==> config.mk <==
export PLATFORM = sky130hd
export DESIGN_NAME = argo_chan_arbiter
export DESIGN_NICKNAME = d
export VERILOG_FILES = /design/src/rtl/argo_chan_pkg.sv /design/src/rtl/argo_rr_arbiter.sv /design/src/rtl/argo_chan_arbiter.sv
export SDC_FILE = /design/constraint.sdc
export NUM_CORES = 1
export LEC_CHECK = 0
export ABC_CLOCK_PERIOD_IN_PS = 2350
export BUFFER_PORTS_ARGS = -buffer_cell sky130_fd_sc_hd__buf_4
export CORE_ASPECT_RATIO = 0.5
export CORE_MARGIN = 1.5
export CORE_UTILIZATION = 43
export CTS_CLUSTER_SIZE = 12
export DETAILED_ROUTE_END_ITERATION = 12
export GPL_ROUTABILITY_DRIVEN = 0
export PLACE_DENSITY_LB_ADDON = 0.08
export SLEW_MARGIN = 10
export SYNTH_ARGS = -nofsm -noshare
export SYNTH_HDL_FRONTEND = slang
export SYNTH_SLANG_ARGS = --single-unit
==> constraint.sdc <==
create_clock -name clk -period 2.35 [get_ports clk]
set_clock_uncertainty 0.15 [all_clocks]
set_input_delay 0.3525 -clock clk [delete_from_list [all_inputs] [get_ports clk]]
set_output_delay 0.3525 -clock clk [all_outputs]
set_load 0.02 [all_outputs]
==> src/rtl/argo_chan_pkg.sv <==
// Shared types and helpers for the Argo channel arbiter.
package argo_chan_pkg;

  // Width of the wrapping word counters.
  localparam int unsigned CNT_W = 32;

  // Read-side sequencing: grant, issue rd_en, wait out FIFO latency, deliver.
  typedef enum logic [1:0] {
    IDLE,
    ISSUE,
    WAIT,
    DELIVER
  } rd_state_e;

  // Index width for n requesters; a single requester still needs one bit.
  function automatic int unsigned idx_w(input int unsigned n);
    return (n > 1) ? $clog2(n) : 1;
  endfunction

endpackage

==> src/rtl/argo_rr_arbiter.sv <==
// Combinational round-robin search: first unmasked request at or above ptr,
// wrapping to the lowest index when nothing at or above ptr is pending.
module argo_rr_arbiter
  import argo_chan_pkg::*;
#(
  parameter int unsigned N  = 4,
  localparam int unsigned IW = idx_w(N)
) (
  input  logic [N-1:0]  req,
  input  logic [N-1:0]  mask,
  input  logic [IW-1:0] ptr,
  input  logic          en,
  output logic          grant_valid,
  output logic [IW-1:0] grant_idx
);

  logic [N-1:0] eff_req;

  assign eff_req = req & ~mask;

  // Two descending scans: the first finds the lowest request overall (the
  // wrap-around candidate), the second overrides it with the lowest request
  // at or above ptr when one exists.
  always_comb begin
    // NOTE: every output gets a value before any branch, so no path through
    // this block leaves a signal unassigned and no latch is inferred.
    grant_valid = 1'b0;
    grant_idx   = '0;
    if (en) begin
      for (int k = N - 1; k >= 0; k--) begin
        if (eff_req[k]) begin
          grant_valid = 1'b1;
          grant_idx   = IW'(k);
        end
      end
      for (int k = N - 1; k >= 0; k--) begin
        if (eff_req[k] && (IW'(k) >= ptr)) begin
          grant_valid = 1'b1;
          grant_idx   = IW'(k);
        end
      end
    end
  end

endmodule

==> src/rtl/argo_chan_arbiter.sv <==
// Shares one argo_fifo channel between NUM_WR senders and NUM_RD receivers.
// Write side issues at most one word every two cycles (full lags the FIFO);
// read side keeps a single read in flight and routes the word to its owner.
module argo_chan_arbiter
  import argo_chan_pkg::*;
#(
  parameter int unsigned NUM_WR     = 4,
  parameter int unsigned NUM_RD     = 4,
  parameter int unsigned DATA_WIDTH = 32,
  parameter int unsigned RD_LATENCY = 1
) (
  input  logic                         clk,
  input  logic                         rst,
  input  logic [NUM_WR-1:0]            wr_req,
  input  logic [NUM_WR*DATA_WIDTH-1:0] wr_data,
  output logic [NUM_WR-1:0]            wr_ack,
  input  logic [NUM_RD-1:0]            rd_req,
  output logic [NUM_RD-1:0]            rd_valid,
  output logic [DATA_WIDTH-1:0]        rd_data,
  output logic                         fifo_wr_en,
  output logic [DATA_WIDTH-1:0]        fifo_wr_data,
  input  logic                         fifo_full,
  output logic                         fifo_rd_en,
  input  logic [DATA_WIDTH-1:0]        fifo_rd_data,
  input  logic                         fifo_empty,
  output logic [CNT_W-1:0]             wr_count,
  output logic [CNT_W-1:0]             rd_count
);

  localparam int unsigned WIW = idx_w(NUM_WR);
  localparam int unsigned RIW = idx_w(NUM_RD);
  localparam int unsigned LCW = idx_w(RD_LATENCY);

  // ---------------------------------------------------------------- write side
  logic [NUM_WR-1:0]     wr_ack_q, wr_ack_d;
  logic                  wr_en_q, wr_en_d;
  logic [DATA_WIDTH-1:0] wr_word_q, wr_word_d;
  logic [WIW-1:0]        wr_ptr_q, wr_ptr_d;
  logic [CNT_W-1:0]      wr_count_q, wr_count_d;

  logic                  wr_gnt_valid;
  logic [WIW-1:0]        wr_gnt_idx;
  logic [DATA_WIDTH-1:0] wr_sel_data;

  // A requester already holding its ack is masked so a held req is not
  // granted twice for the same word.
  argo_rr_arbiter #(.N(NUM_WR)) u_wr_arb (
    .req         (wr_req),
    .mask        (wr_ack_q),
    .ptr         (wr_ptr_q),
    .en          (~fifo_full & ~wr_en_q),
    .grant_valid (wr_gnt_valid),
    .grant_idx   (wr_gnt_idx)
  );

  // Select the winning sender's data slice with constant part-selects.
  always_comb begin
    wr_sel_data = '0;
    for (int k = 0; k < NUM_WR; k++) begin
      if (wr_gnt_idx == WIW'(k)) wr_sel_data = wr_data[k*DATA_WIDTH +: DATA_WIDTH];
    end
  end

  // Next write-side state: issue the winner or idle with data held.
  always_comb begin
    // NOTE: combinational blocks use blocking '=' so later statements see the
    // values just computed; registers below use '<=' so all flops update together.
    wr_ack_d   = '0;
    wr_en_d    = 1'b0;
    wr_word_d  = wr_word_q;
    wr_ptr_d   = wr_ptr_q;
    wr_count_d = wr_count_q;
    if (wr_gnt_valid) begin
      wr_ack_d   = NUM_WR'(1) << wr_gnt_idx;
      wr_en_d    = 1'b1;
      wr_word_d  = wr_sel_data;
      wr_ptr_d   = (wr_gnt_idx == WIW'(NUM_WR - 1)) ? '0 : wr_gnt_idx + 1'b1;
      wr_count_d = wr_count_q + 1'b1;
    end
  end

  // Write-side registers.
  always_ff @(posedge clk or negedge rst) begin
    if (!rst) begin
      wr_ack_q   <= '0;
      wr_en_q    <= 1'b0;
      wr_word_q  <= '0;
      wr_ptr_q   <= '0;
      wr_count_q <= '0;
    end else begin
      wr_ack_q   <= wr_ack_d;
      wr_en_q    <= wr_en_d;
      wr_word_q  <= wr_word_d;
      wr_ptr_q   <= wr_ptr_d;
      wr_count_q <= wr_count_d;
    end
  end

  // ----------------------------------------------------------------- read side
  rd_state_e             state_q, state_d;
  logic [RIW-1:0]        rd_idx_q, rd_idx_d;
  logic [LCW-1:0]        lat_cnt_q, lat_cnt_d;
  logic                  rd_en_q, rd_en_d;
  logic [NUM_RD-1:0]     rd_valid_q, rd_valid_d;
  logic [DATA_WIDTH-1:0] rd_data_q, rd_data_d;
  logic [RIW-1:0]        rd_ptr_q, rd_ptr_d;
  logic [CNT_W-1:0]      rd_count_q, rd_count_d;

  logic                  rd_gnt_valid;
  logic [RIW-1:0]        rd_gnt_idx;

  // Only searched in IDLE with data available, so at most one read is in flight.
  argo_rr_arbiter #(.N(NUM_RD)) u_rd_arb (
    .req         (rd_req),
    .mask        ('0),
    .ptr         (rd_ptr_q),
    .en          ((state_q == IDLE) & ~fifo_empty),
    .grant_valid (rd_gnt_valid),
    .grant_idx   (rd_gnt_idx)
  );

  // Read FSM next state and registered outputs. The owner index is latched
  // at grant, so a receiver dropping its req mid-flight still gets the word.
  always_comb begin
    state_d    = state_q;
    rd_idx_d   = rd_idx_q;
    lat_cnt_d  = lat_cnt_q;
    rd_en_d    = 1'b0;
    rd_valid_d = '0;
    rd_data_d  = rd_data_q;
    rd_ptr_d   = rd_ptr_q;
    rd_count_d = rd_count_q;
    unique case (state_q)
      IDLE: begin
        if (rd_gnt_valid) begin
          state_d  = ISSUE;
          rd_idx_d = rd_gnt_idx;
          rd_en_d  = 1'b1;
        end
      end
      ISSUE: begin
        state_d   = WAIT;
        lat_cnt_d = LCW'(RD_LATENCY - 1);
      end
      WAIT: begin
        if (lat_cnt_q == '0) state_d = DELIVER;
        else                 lat_cnt_d = lat_cnt_q - 1'b1;
      end
      DELIVER: begin
        state_d    = IDLE;
        rd_data_d  = fifo_rd_data;
        rd_valid_d = NUM_RD'(1) << rd_idx_q;
        rd_ptr_d   = (rd_idx_q == RIW'(NUM_RD - 1)) ? '0 : rd_idx_q + 1'b1;
        rd_count_d = rd_count_q + 1'b1;
      end
      default: state_d = IDLE;
    endcase
  end

  // Read-side registers; reset drops any read in flight.
  always_ff @(posedge clk or negedge rst) begin
    if (!rst) begin
      state_q    <= IDLE;
      rd_idx_q   <= '0;
      lat_cnt_q  <= '0;
      rd_en_q    <= 1'b0;
      rd_valid_q <= '0;
      rd_data_q  <= '0;
      rd_ptr_q   <= '0;
      rd_count_q <= '0;
    end else begin
      state_q    <= state_d;
      rd_idx_q   <= rd_idx_d;
      lat_cnt_q  <= lat_cnt_d;
      rd_en_q    <= rd_en_d;
      rd_valid_q <= rd_valid_d;
      rd_data_q  <= rd_data_d;
      rd_ptr_q   <= rd_ptr_d;
      rd_count_q <= rd_count_d;
    end
  end

  assign wr_ack       = wr_ack_q;
  assign fifo_wr_en   = wr_en_q;
  assign fifo_wr_data = wr_word_q;
  assign wr_count     = wr_count_q;
  assign fifo_rd_en   = rd_en_q;
  assign rd_valid     = rd_valid_q;
  assign rd_data      = rd_data_q;
  assign rd_count     = rd_count_q;

endmodule

==> reports/metrics.sh, run 1 <==
OUTCOME='finished, violations left'
FAILING_CHECKS='negative setup slack'
POST_SYNTH_XOR_AREA_FRACTION=0.0770
POSTROUTEANTENNANETS=0
FLOW.AREA_GROWTH_FROM_SYNTHESIS_PCT=58.3
FIRST_PASS_ITERS=4
POST_SYNTH_FA_HA_MAJ_AREA_FRACTION=0.0248
DIE_OUTLINE_AREA_UM2=17200
FIRST_GLOBAL_VIAS=6414
SYNTH_NETS=857
ANTENNA_FOUND_INITIAL=0
SYNTHMUXAREASHARE=0.0589
TIMING.HOLD.WORST.START='fifo_rd_data[9]'
CLOCKROOTBUFFER='clkbuf_16'
PLACE.DETAILED.HPWL_UM=14800
CP_CELL_SEQUENCE='nor2b_4, o21ai_1, a21oi_2, nor2_4, inv_2, buf_4, ha_4, buf_12, nor2b_1, nor3_2, a21oi_1, a21oi_1'
WORST-ENDPOINT-REQUIRED_NS=2.49
IOPINCOUNT=310
GLOBAL_ROUTE.USAGE.TOTAL=0.256
FINAL-SETUP-VIOL-COUNT=13
SLOWEST_STAGE_DELAY_CP_NS=0.44
FINAL-HOLD-VIOLATION-COUNT=0
POWER.SHARE.CLOCK=0.241
TRITONCTS_NUM_SINKS=146
NUM_ANTENNA_CELLS=0
POST_SYNTH_MAIN_AREA_CONTRIBUTORS='dfrtp_1 52%, mux2_2 5.7%, a21oi_1 4.8%, xnor2_1 4.6%, a221oi_1 4.0%'
DIE_HEIGHT_UM=93.6
REGISTER_BIT_TOTAL_FROM_SYNTHESIS=146
START_UTIL=0.449
CTS_INSERTED_BUFFERS=17
FINAL_COMMON_CELL='buf_4'
BUFS_ON_LONGEST_CLOCK_PATH=2
SYNTH_COMPOUND_GATE_AREA_SHARE=0.101
WORSTSETUPPATHTYPE='reg2reg'
FILLERINSTANCES=1189
WORST-ENDPOINT-ARRIVAL_NS=2.57
FIN_CRIT_NS=2.42
FINAL_MAX_SLEW_VIOL_COUNT=0
GLOBALROUTEOVERFLOWTOTAL=0
GRT_START_MAX_NET_PINS=64
GLOBALROUTEMET1UTIL=0.308
POSTSYNTHCELLCOUNT=671
VIAS_PER_CELL=5.16
YOSYSWARNINGCOUNT=0
LARGEST_FAMILY_OF_LOGIC_CELLS_BY_SYNTHESIZED_AREA='simple AND/OR/NAND/NOR gates'
WIDTH_OF_THE_CHIP_UM=184
FINAL_CELL_MIX='328 x buf_4, 142 x dfrtp_1, 66 x a21oi_1'
DRT_FIRST_ITER_VIOLATIONS=334
STATIC_LEAKAGE_nW=5.29
DP_WORST_SETUP_SLACK_NS=-0.785
SHARE_SEQ_OF_TOTAL_POWER=0.348
ROUTED_WIRE_LENGTH_PER_INSTANCE_UM=17.3
POST-ROUTE-PERIOD-UTIL=1.03
RR_STARTPOINT='wr_ack[0]$_DFF_PN0_'
TOTALWIRELENGTH_UM=21800
POWER_REPORT.INTERNAL_TOTAL_W=0.00673
CAP_VIOLATIONS=0
IRDROPWORSTVDD_mV=0.726
WORSTSETUPSTARTPOINTTYPE='flop'
FINAL_LAYOUT_SIZE_SUFFIX_GT1_FRAC=0.467
POWER.SWITCHING_W=0.00383
CP_MAX_FO=33
CRITICAL_PATH.MOST_COMMON_CELL='a21oi_1'
SYNTH_SEQ_AREA_SHARE=0.518
LAYOUT.CORE_UTILIZATION=0.711
WORSTSETUPENDPOINTTYPE='flop'
CTS_TREE='done'
POWER.SWITCHING_FRACTION=0.363
POST-ROUTE-WORST-SETUP-SLACK_NS=-0.0745
GRT_UTIL_MET3=0.0771
GRT_SETUP_UNREPAIRED='true'
WIRE_LENGTH_OF_THE_FIRST_GLOBAL_ROUTING_PASS_UM=33400
ROWS=32
MAX_CLOCK_FREQ_MHz=412
TIGHTESTPINTRANSITION_NS=0.585
GLOBALROUTE.BUSIESTLAYER='met2'
FIN_AREA_UM2=11200
DPL.CELL_COUNT=1188
SYNTH_AREA_PER_CELL_UM2=10.5
YOSYS.AREA_SHARE.SIMPLE=0.193
PLACED_CELL_AREA_UM2=9970
LAYOUT.CELLS.NON_FILLER=1257
IO_BUF_COUNT=309
TOTALPOWERFINAL_W=0.0106
COMB_POWER_SHARE=0.411
ROUTE.VIAS.TOTAL=6491
DRC=0
SYNTH_LARGEST_AREA_CELL='dfrtp_1'
CORE_REGION_AREA_UM2=15700
POWER_DENSITY_OVER_CELL_AREA_nW_PER_UM2=946
LEVEL_COUNT_OF_THE_CLOCK_H_TREE=4
CRIT_PATH_FROM='wr_ack[0]$_DFF_PN0_'
WORSTHOLDPATHTYPE='in2reg'
SLOWEST_STAGE='dfrtp_2'
POST-SYNTH-TOP-AREA-FRACTION=0.518
SLEW_HEADROOM=0.610
GRT_UTIL_MET2=0.434
NUMBER_OF_DISTINCT_LIBRARY_CELLS_AFTER_SYNTHESIS=40
CLKTRANSATPATHREGS_NS=0.06
CLKLATENCYLATEPIN_NS=0.43
SYNTH_AREA_UM2=7050
FINALNETCOUNT=1209
==> state kept, by name (all words and copies together) (netlist names) <==
name / flops
rd_idx_q: 2
rd_valid: 4
wr_count: 32
rd_data: 32
wr_ptr_q: 2
rd_count: 32
rd_ptr_q: 2
fifo_wr_data: 32
fifo_rd_en: 1
fifo_wr_en: 1
state_q: 2
wr_ack: 4
==> final cells by class <==
| cell class | count | area, µm² | area share |
|---|---|---|---|
| multi-input cells | 478 | 3610 | 0.324 |
| clock inverters | 12 | 110 | 0.00987 |
| clock buffers | 20 | 437 | 0.0391 |
| repair buffers | 368 | 3020 | 0.271 |
| inverters | 12 | 45.0 | 0.00404 |
| flip-flops and latches | 146 | 3660 | 0.328 |
| well taps | 221 | 277 | 0.0248 |
==> metrics by stage <==
step	hold WS, ns	TNS (ns)
floorplan	-0.0931	0
global placement	0.197	-19.13
detailed placement	0.199	-20.85
CTS	0.000235	-0.00548
global route	0.000173	-3.66
finish	0.0138	-0.297
==> layer usage <==
layer | up-vias | share of wire
met5 | - | 0
met4 | 0 | 0.023
met3 | 41 | 0.073
met2 | 202 | 0.49
met1 | 3161 | 0.41
li1 | 3087 | -
==> power groups by stage <==
stage	sequential, W	combinational [W]	clock, W
after floorplan	0.00432	0.00163	0
after global placement	0.00366	0.00389	0
after detailed placement	0.00369	0.00397	0
after CTS	0.00366	0.00423	0.00259
after global routing	0.00376	0.00464	0.00272
final	0.00367	0.00434	0.00255
==> cells in the mapped netlist <==
cell,n
buf_1,1
nor4_1,4
dfrtp_1,146
ha_1,14
a221oi_1,32
mux2_2,36
nand2_1,36
and2_1,11
buf_2,7
a211o_1,1
nor2b_1,37
and4_1,2
nor3_2,2
nand2b_1,3
clkbuf_1,27
inv_1,12
o211ai_1,1
nor4_2,3
xor2_1,25
a31oi_1,1
mux2i_1,1
o22ai_1,2
nand4_1,17
nor2_1,56
and2b_1,2
nand4_4,2
xnor2_1,37
buf_4,1
or3_1,1
nor3_1,41
and3_1,7
nor3b_1,1
nor2b_2,1
nor4_4,2
nand3_2,1
nand4_2,1
nand3_1,19
o21ai_0,9
o41a_1,1
a21oi_1,68
==> repair_timing <==
action,in CTS,in global routing
hold endpoints to repair,70,0
hold buffers,21,0
pin swaps,10,14
endpoints found under the setup margin,32,32
gates resized for setup,22,23
setup buffers,11,1
gates cloned,3,1
==> worst max-delay path: cells and delay by family (launching register included) <==
kind	cells	cell delay [ns]
flops	1	0.44
buf+inv	3	0.43
fa+ha+maj	1	0.20
compound gates	4	0.50
simple gates	4	0.55
==> final timing paths <==
path                                           endpoint  slack (ns)  depth (start not counted)
min reg2reg                    rd_count[31]$_DFFE_PN0P_        0.32                          1
max in group asynchronous       rd_data[12]$_DFFE_PN0P_        0.98                          3
min in group asynchronous       rd_data[14]$_DFFE_PN0P_        0.29                          2
max reg2reg                fifo_wr_data[10]$_DFFE_PN0P_       -0.07                         12
min                              rd_data[9]$_DFFE_PN0P_        0.01                          2
max                        fifo_wr_data[10]$_DFFE_PN0P_       -0.07                         12
==> logic make-up after synthesis <==
group | after synthesis
simple gates | 249
compound gates | 115
mux | 37
fa+ha+maj | 14
xor+xnor | 62
buf+inv | 48
flops | 146
(Power assumes the default switching activity.)
==> run 2: changes to the inputs <==
- BUFFER_PORTS_ARGS: -buffer_cell sky130_fd_sc_hd__buf_4 -> -buffer_cell sky130_fd_sc_hd__buf_2
- MAX_ROUTING_LAYER: default -> met4
==> reports/metrics.sh, run 2 (same netlist as run 1, synthesis figures left out) <==
OUTCOME='finished, violations left'
FAILING_CHECKS='negative setup slack'
NUM_ANTENNA_CELLS=0  # unchanged
ROUTE.VIAS.TOTAL=6373  # -1.8%
FINAL-SETUP-VIOL-COUNT=7  # -6
CTS_TREE='done'
WORSTHOLDPATHTYPE='in2reg'
ROUTED_WIRE_LENGTH_PER_INSTANCE_UM=16.9  # -2.6%
WIRE_LENGTH_OF_THE_FIRST_GLOBAL_ROUTING_PASS_UM=32300  # -3.4%
HOLD-PATH-CELL-COUNT=2  # unchanged
DRT_FIRST_ITER_VIOLATIONS=263  # -21%
POST-ROUTE-WORST-SETUP-SLACK_NS=-0.0285  # +0.0460 ns
FLOW.AREA_GROWTH_FROM_SYNTHESIS_PCT=46.2
PLACE.DETAILED.HPWL_UM=14400  # -2.6%
WIDTH_OF_THE_CHIP_UM=184  # unchanged
GRT_START_MAX_NET_PINS=48  # -25%
WORSTSETUPSTARTPOINTTYPE='flop'
GLOBAL_ROUTE.USAGE.TOTAL=0.249  # -0.00700
START_UTIL=0.449  # unchanged
FINAL_CELL_MIX='308 x buf_2, 143 x dfrtp_1, 67 x a21oi_1'
FIRST_GLOBAL_VIAS=6346  # -1.1%
POST-ROUTE-PERIOD-UTIL=1.01  # -0.0196
CAP_VIOLATIONS=0  # unchanged
IO_BUF_COUNT=309  # unchanged
POWER_DENSITY_OVER_CELL_AREA_nW_PER_UM2=1020  # +7.6%
FINAL_LAYOUT_SIZE_SUFFIX_GT1_FRAC=0.478  # +0.0107
PLACED_CELL_AREA_UM2=9200  # -7.7%
DIE_HEIGHT_UM=93.6  # unchanged
WORST-ENDPOINT-REQUIRED_NS=2.48  # about the same
POSTROUTEANTENNANETS=0  # unchanged
TRITONCTS_NUM_SINKS=146  # unchanged
CLKLATENCYLATEPIN_NS=0.41  # -0.02 ns
FIRST_PASS_ITERS=7  # +3
FIN_CRIT_NS=2.38  # -0.0460 ns
FINALNETCOUNT=1190  # -1.6%
FIN_AREA_UM2=10300  # -7.6%
DPL.CELL_COUNT=1188  # unchanged
ROWS=32  # unchanged
GRT_SETUP_UNREPAIRED='true'
SLEW_HEADROOM=0.648  # +0.0376
WORST-R2R-CELL-COUNT=12  # unchanged
DIE_OUTLINE_AREA_UM2=17200  # unchanged
CP_MAX_FO=8  # -76%
WORSTSETUPENDPOINTTYPE='flop'
DRC=0  # unchanged
LEVEL_COUNT_OF_THE_CLOCK_H_TREE=4  # unchanged
DP_WORST_SETUP_SLACK_NS=-0.763  # +0.0223 ns
WORST-ENDPOINT-ARRIVAL_NS=2.50  # -0.07 ns
FILLERINSTANCES=1318  # +11%
FINAL_MAX_SLEW_VIOL_COUNT=0  # unchanged
FINAL_COMMON_CELL='buf_2'
CTS_INSERTED_BUFFERS=17  # unchanged
TIGHTESTPINTRANSITION_NS=0.528  # -0.0565 ns
LAYOUT.CELLS.NON_FILLER=1238  # -1.5%
IOPINCOUNT=310  # unchanged
CLKTRANSATPATHREGS_NS=0.06  # about the same
TOTALWIRELENGTH_UM=20900  # -4.1%
BUFS_ON_LONGEST_CLOCK_PATH=2  # unchanged
WORSTSETUPPATHTYPE='reg2reg'
TIMING.SETUP.TNS_NS=-0.0957  # +0.201 ns
GLOBALROUTEOVERFLOWTOTAL=0  # unchanged
CORE_REGION_AREA_UM2=15700  # unchanged
MAX_CLOCK_FREQ_MHz=420  # +1.9%
STATIC_LEAKAGE_nW=5.06  # -4.5%
CLOCKROOTBUFFER='clkbuf_16'
FINAL-HOLD-VIOLATION-COUNT=0  # unchanged
ANTENNA_FOUND_INITIAL=0  # unchanged
IRDROPWORSTVDD_mV=0.734  # +1.1%
VIAS_PER_CELL=5.15  # -0.31%
==> run 2: cell types whose count changed in the layout (fill, tap and decap cells not counted), moves of 4 or more <==
cell and delta:
buf_2 +308, buf_4 -310, bufinv_16 +4, dlygate4sd3_1 -20
==> run 2: final timing paths <==
check / startpoint / to / slack, ns
hold reg to reg: wr_count[31]$_DFFE_PN0P_ / wr_count[31]$_DFFE_PN0P_ / 0.31
min in group asynchronous: rst / fifo_wr_data[10]$_DFFE_PN0P_ / 0.26
setup / recovery: wr_ack[1]$_DFF_PN0_ / fifo_wr_data[30]$_DFFE_PN0P_ / -0.03
hold / removal: fifo_rd_data[0] / rd_data[0]$_DFFE_PN0P_ / 0.02
max in group asynchronous: rst / rd_data[7]$_DFFE_PN0P_ / 1.05
setup reg to reg: wr_ack[1]$_DFF_PN0_ / fifo_wr_data[30]$_DFFE_PN0P_ / -0.03
==> run 2: worst max-delay path, cell delays in order (launching register included) <==
cell      delay, ns
dfrtp_2        0.39
nor2b_2        0.06
nor2_2         0.14
o21ai_2        0.07
a211o_1        0.28
buf_6          0.14
ha_4           0.17
nor2b_4        0.14
buf_12         0.15
a221oi_2       0.24
nor3_1         0.07
a21oi_1        0.15
a21oi_1        0.08
==> run 2: stage by stage <==
step	power [W]	utilization	hold WS [ns]
2_1_floorplan	0.00595	-	-0.0931
3_3_place_gp	0.00713	0.586	0.148
3_5_place_dp	0.00722	0.586	0.150
4_1_cts	0.0104	0.642	0.00195
5_1_grt	0.0111	0.657	0.000252
6_report	0.0105	0.657	0.0175
==> run 2: final cells by class <==
| class | count | area, µm² | area share |
|---|---|---|---|
| clock inverter | 14 | 211 | 0.0205 |
| sequential | 146 | 3660 | 0.355 |
| multi-input combinational | 478 | 3590 | 0.348 |
| timing repair buffer | 349 | 2100 | 0.204 |
| clock buffer | 18 | 429 | 0.0416 |
| tap | 221 | 277 | 0.0268 |
| inverter | 12 | 45.0 | 0.00437 |
==> run 2: what timing repair did <==
action	4_1_cts	5_1_grt
hold buffers	1	0
endpoints found under the hold margin	37	0
endpoints found under the setup margin	32	33
pin swaps	6	30
cloned	2	3
resized for setup	21	23
setup buffers	9	3
==> run 2: where the power goes <==
group          leakage [nW]  internal, W  switching, W
logic                  2.93      0.00172       0.00219
registers              1.82      0.00316      0.000470
clock network         0.310      0.00188       0.00107
total                  5.06      0.00676       0.00374
==> run 2: routing by layer <==
metal,up-vias,GRT usage,routed length [µm]
li1,3041,-,-
met1,3105,0.304,8850
met2,200,0.412,10500
met3,27,0.0611,1200
met4,0,0.0779,315
met5,-,-,0
==> run 3: changes to the inputs <==
- ABC_CLOCK_PERIOD_IN_PS: 2350 -> 2800
- CORE_UTILIZATION: 43 -> 52
- clock period: 2.35 -> 2.8 ns (I/O delays scaled with it)
==> reports/metrics.sh, run 3 (same netlist as run 1, synthesis figures left out) <==
OUTCOME='finished, final reports clean'
CAP_VIOLATIONS=0  # unchanged
FILLERINSTANCES=1002  # -24%
START_UTIL=0.544  # +0.0951
CTS_INSERTED_BUFFERS=17  # unchanged
GRT_START_MAX_NET_PINS=54  # +13%
MAX_CLOCK_FREQ_MHz=374  # -11%
CP_CELL_SEQUENCE='nor2b_1, o21ai_0, a211o_1, buf_4, ha_1, nor2b_4, buf_12, buf_4, a221oi_1, nor3_1, a21oi_1, a21oi_1'
TIGHTESTPINTRANSITION_NS=0.571  # +0.0425 ns
WORSTSETUPSTARTPOINTTYPE='flop'
DIE_HEIGHT_UM=85.3  # -8.8%
POST-ROUTE-WORST-SETUP-SLACK_NS=0.126  # +0.155 ns
WORST-ENDPOINT-REQUIRED_NS=2.92  # +0.44 ns
FINAL-SETUP-VIOL-COUNT=0  # -7
POWER_DENSITY_OVER_CELL_AREA_nW_PER_UM2=879  # -14%
CORE_REGION_AREA_UM2=13000  # -17%
FIRST_GLOBAL_VIAS=6123  # -3.5%
STATIC_LEAKAGE_nW=4.79  # -5.3%
HOLD-PATH-ENDPOINT='rd_data[27]$_DFFE_PN0P_'
CP_MAX_FO=12  # +4
GLOBALROUTEOVERFLOWTOTAL=0  # unchanged
TOTALWIRELENGTH_UM=19000  # -9.1%
ROUTE.VIAS.TOTAL=6338  # -0.55%
DP_WORST_SETUP_SLACK_NS=-0.342  # +0.420 ns
WORSTSETUPPATHTYPE='reg2reg'
GLOBAL_ROUTE.USAGE.TOTAL=0.277  # +0.0280
CLOCKROOTBUFFER='clkbuf_16'
RR_STARTPOINT='wr_ack[2]$_DFF_PN0_'
WIRE_LENGTH_OF_THE_FIRST_GLOBAL_ROUTING_PASS_UM=30000  # -7.0%
PLACE.DETAILED.HPWL_UM=13800  # -4.4%
GLOBALROUTEMET1UTIL=0.331  # +0.0271
GLOBALROUTE.BUSIESTLAYER='met2'
VIAS_PER_CELL=5.41  # +5.1%
DIE_OUTLINE_AREA_UM2=14300  # -17%
PATH_DELAY_FAMILY='compound AO/OA/AOI/OAI gates'
ROUTED_WIRE_LENGTH_PER_INSTANCE_UM=16.2  # -3.9%
WORSTHOLDPATHTYPE='in2reg'
TIMING.HOLD.WORST.START='fifo_rd_data[27]'
BUFS_ON_LONGEST_CLOCK_PATH=2  # unchanged
FINAL_COMMON_CELL='buf_2'
DRC=0  # unchanged
GRT_UTIL_MET3=0.0658  # +0.00463
IRDROPWORSTVDD_mV=0.692  # -5.8%
WIDTH_OF_THE_CHIP_UM=168  # -8.9%
WORSTSETUPENDPOINTTYPE='flop'
ANTENNA_FOUND_INITIAL=1  # +1
ROWS=29  # -9.4%
FINAL_CELL_MIX='308 x buf_2, 146 x dfrtp_1, 68 x a21oi_1'
WORST-R2R-SETUP-SLACK_NS=0.13  # +0.15 ns
CP_NUM_BUF_INV=3  # +1
DRT_FIRST_ITER_VIOLATIONS=310  # +18%
LEVEL_COUNT_OF_THE_CLOCK_H_TREE=4  # unchanged
CTS_TREE='done'
POST-ROUTE-PERIOD-UTIL=0.955  # -0.0572
SLOWEST_STAGE='dfrtp_1'
GRT_UTIL_MET2=0.467  # +0.0554
POSTROUTEANTENNANETS=0  # unchanged
LAYOUT.CORE_UTILIZATION=0.741  # +0.0836
FINAL-HOLD-VIOLATION-COUNT=0  # unchanged
WORST-ENDPOINT-ARRIVAL_NS=2.80  # +0.30 ns
SLEW_HEADROOM=0.618  # -0.0292
CLKLATENCYLATEPIN_NS=0.41  # about the same
IO_BUF_COUNT=309  # unchanged
SLOWEST_STAGE_DELAY_CP_NS=0.40  # about the same
FINAL_MAX_SLEW_VIOL_COUNT=0  # unchanged
REG2REG_TO='fifo_wr_data[10]$_DFFE_PN0P_'
FIRST_PASS_ITERS=4  # -3
IOPINCOUNT=310  # unchanged
TIMING.SETUP.TNS_NS=0  # +0.0957 ns
HOLD-PATH-CELL-COUNT=2  # unchanged
FLOW.AREA_GROWTH_FROM_SYNTHESIS_PCT=36.0
FINALNETCOUNT=1174  # -1.3%
CLKTRANSATPATHREGS_NS=0.06  # about the same
TRITONCTS_NUM_SINKS=146  # unchanged
FIN_CRIT_NS=2.67  # +0.295 ns
FINAL_LAYOUT_SIZE_SUFFIX_GT1_FRAC=0.422  # -0.0559
WORST-R2R-CELL-COUNT=12  # unchanged
==> run 3: how the worst max path moves through the flow <==
| stage | from | end | slack (ns) | cells past startpoint |
|---|---|---|---|---|
| 2_1_floorplan | wr_req[0] | fifo_wr_data[10]$_DFFE_PN0P_ | 0.28 | 13 |
| 3_3_place_gp | wr_req[0] | fifo_wr_data[7]$_DFFE_PN0P_ | -0.27 | 12 |
| 3_5_place_dp | wr_req[0] | fifo_wr_data[12]$_DFFE_PN0P_ | -0.34 | 12 |
| 6_report | wr_ack[2]$_DFF_PN0_ | fifo_wr_data[10]$_DFFE_PN0P_ | 0.13 | 12 |
| 4_1_cts | wr_ack[2]$_DFF_PN0_ | fifo_wr_data[7]$_DFFE_PN0P_ | 0.08 | 10 |
| 5_1_grt | wr_ack[1]$_DFF_PN0_ | fifo_wr_data[14]$_DFFE_PN0P_ | -0.007 | 13 |
==> run 3: routing by layer <==
layer  vias up  part of all wire
li1       3014                 -
met1      3083              0.41
met2       202              0.51
met3        39             0.061
met4         0             0.022
met5         -                 0
==> run 3: cell type report <==
type,instances,area [µm²],area share
Clock inverter,13,198,0.0206
Tap cell,170,213,0.0222
Antenna cell,1,2.50,0.000261
Multi-Input combinational cell,477,3250,0.339
Sequential cell,146,3650,0.381
Clock buffer,18,439,0.0458
Timing Repair Buffer,334,1790,0.187
Inverter,12,45.0,0.00470
==> run 3: through the flow <==
step / power, W / hold WS (ns) / instance area [µm²] / instances
2_1_floorplan: 0.00488 / -0.0256 / 7050 / 671
3_3_place_gp: 0.00585 / 0.185 / 8850 / 1131
3_5_place_dp: 0.00592 / 0.185 / 8850 / 1131
4_1_cts: 0.00842 / 0.0680 / 9500 / 1163
5_1_grt: 0.00888 / 0.0678 / 9590 / 1171
6_report: 0.00843 / 0.0819 / 9590 / 1171
==> run 3: timing repair <==
action	CTS	global route
hold endpoints to repair	34	0
buffers inserted	0	7
setup endpoints to repair	27	24
hold buffers	1	0
gates resized for setup	1	5
pin swaps	0	1
==> run 3: report_power, final <==
part	total (W)	leakage [nW]	switching [W]	internal, W
clock	0.00247	0.302	0.000934	0.00153
combinational	0.00293	2.66	0.00168	0.00125
sequential	0.00304	1.82	0.000383	0.00265
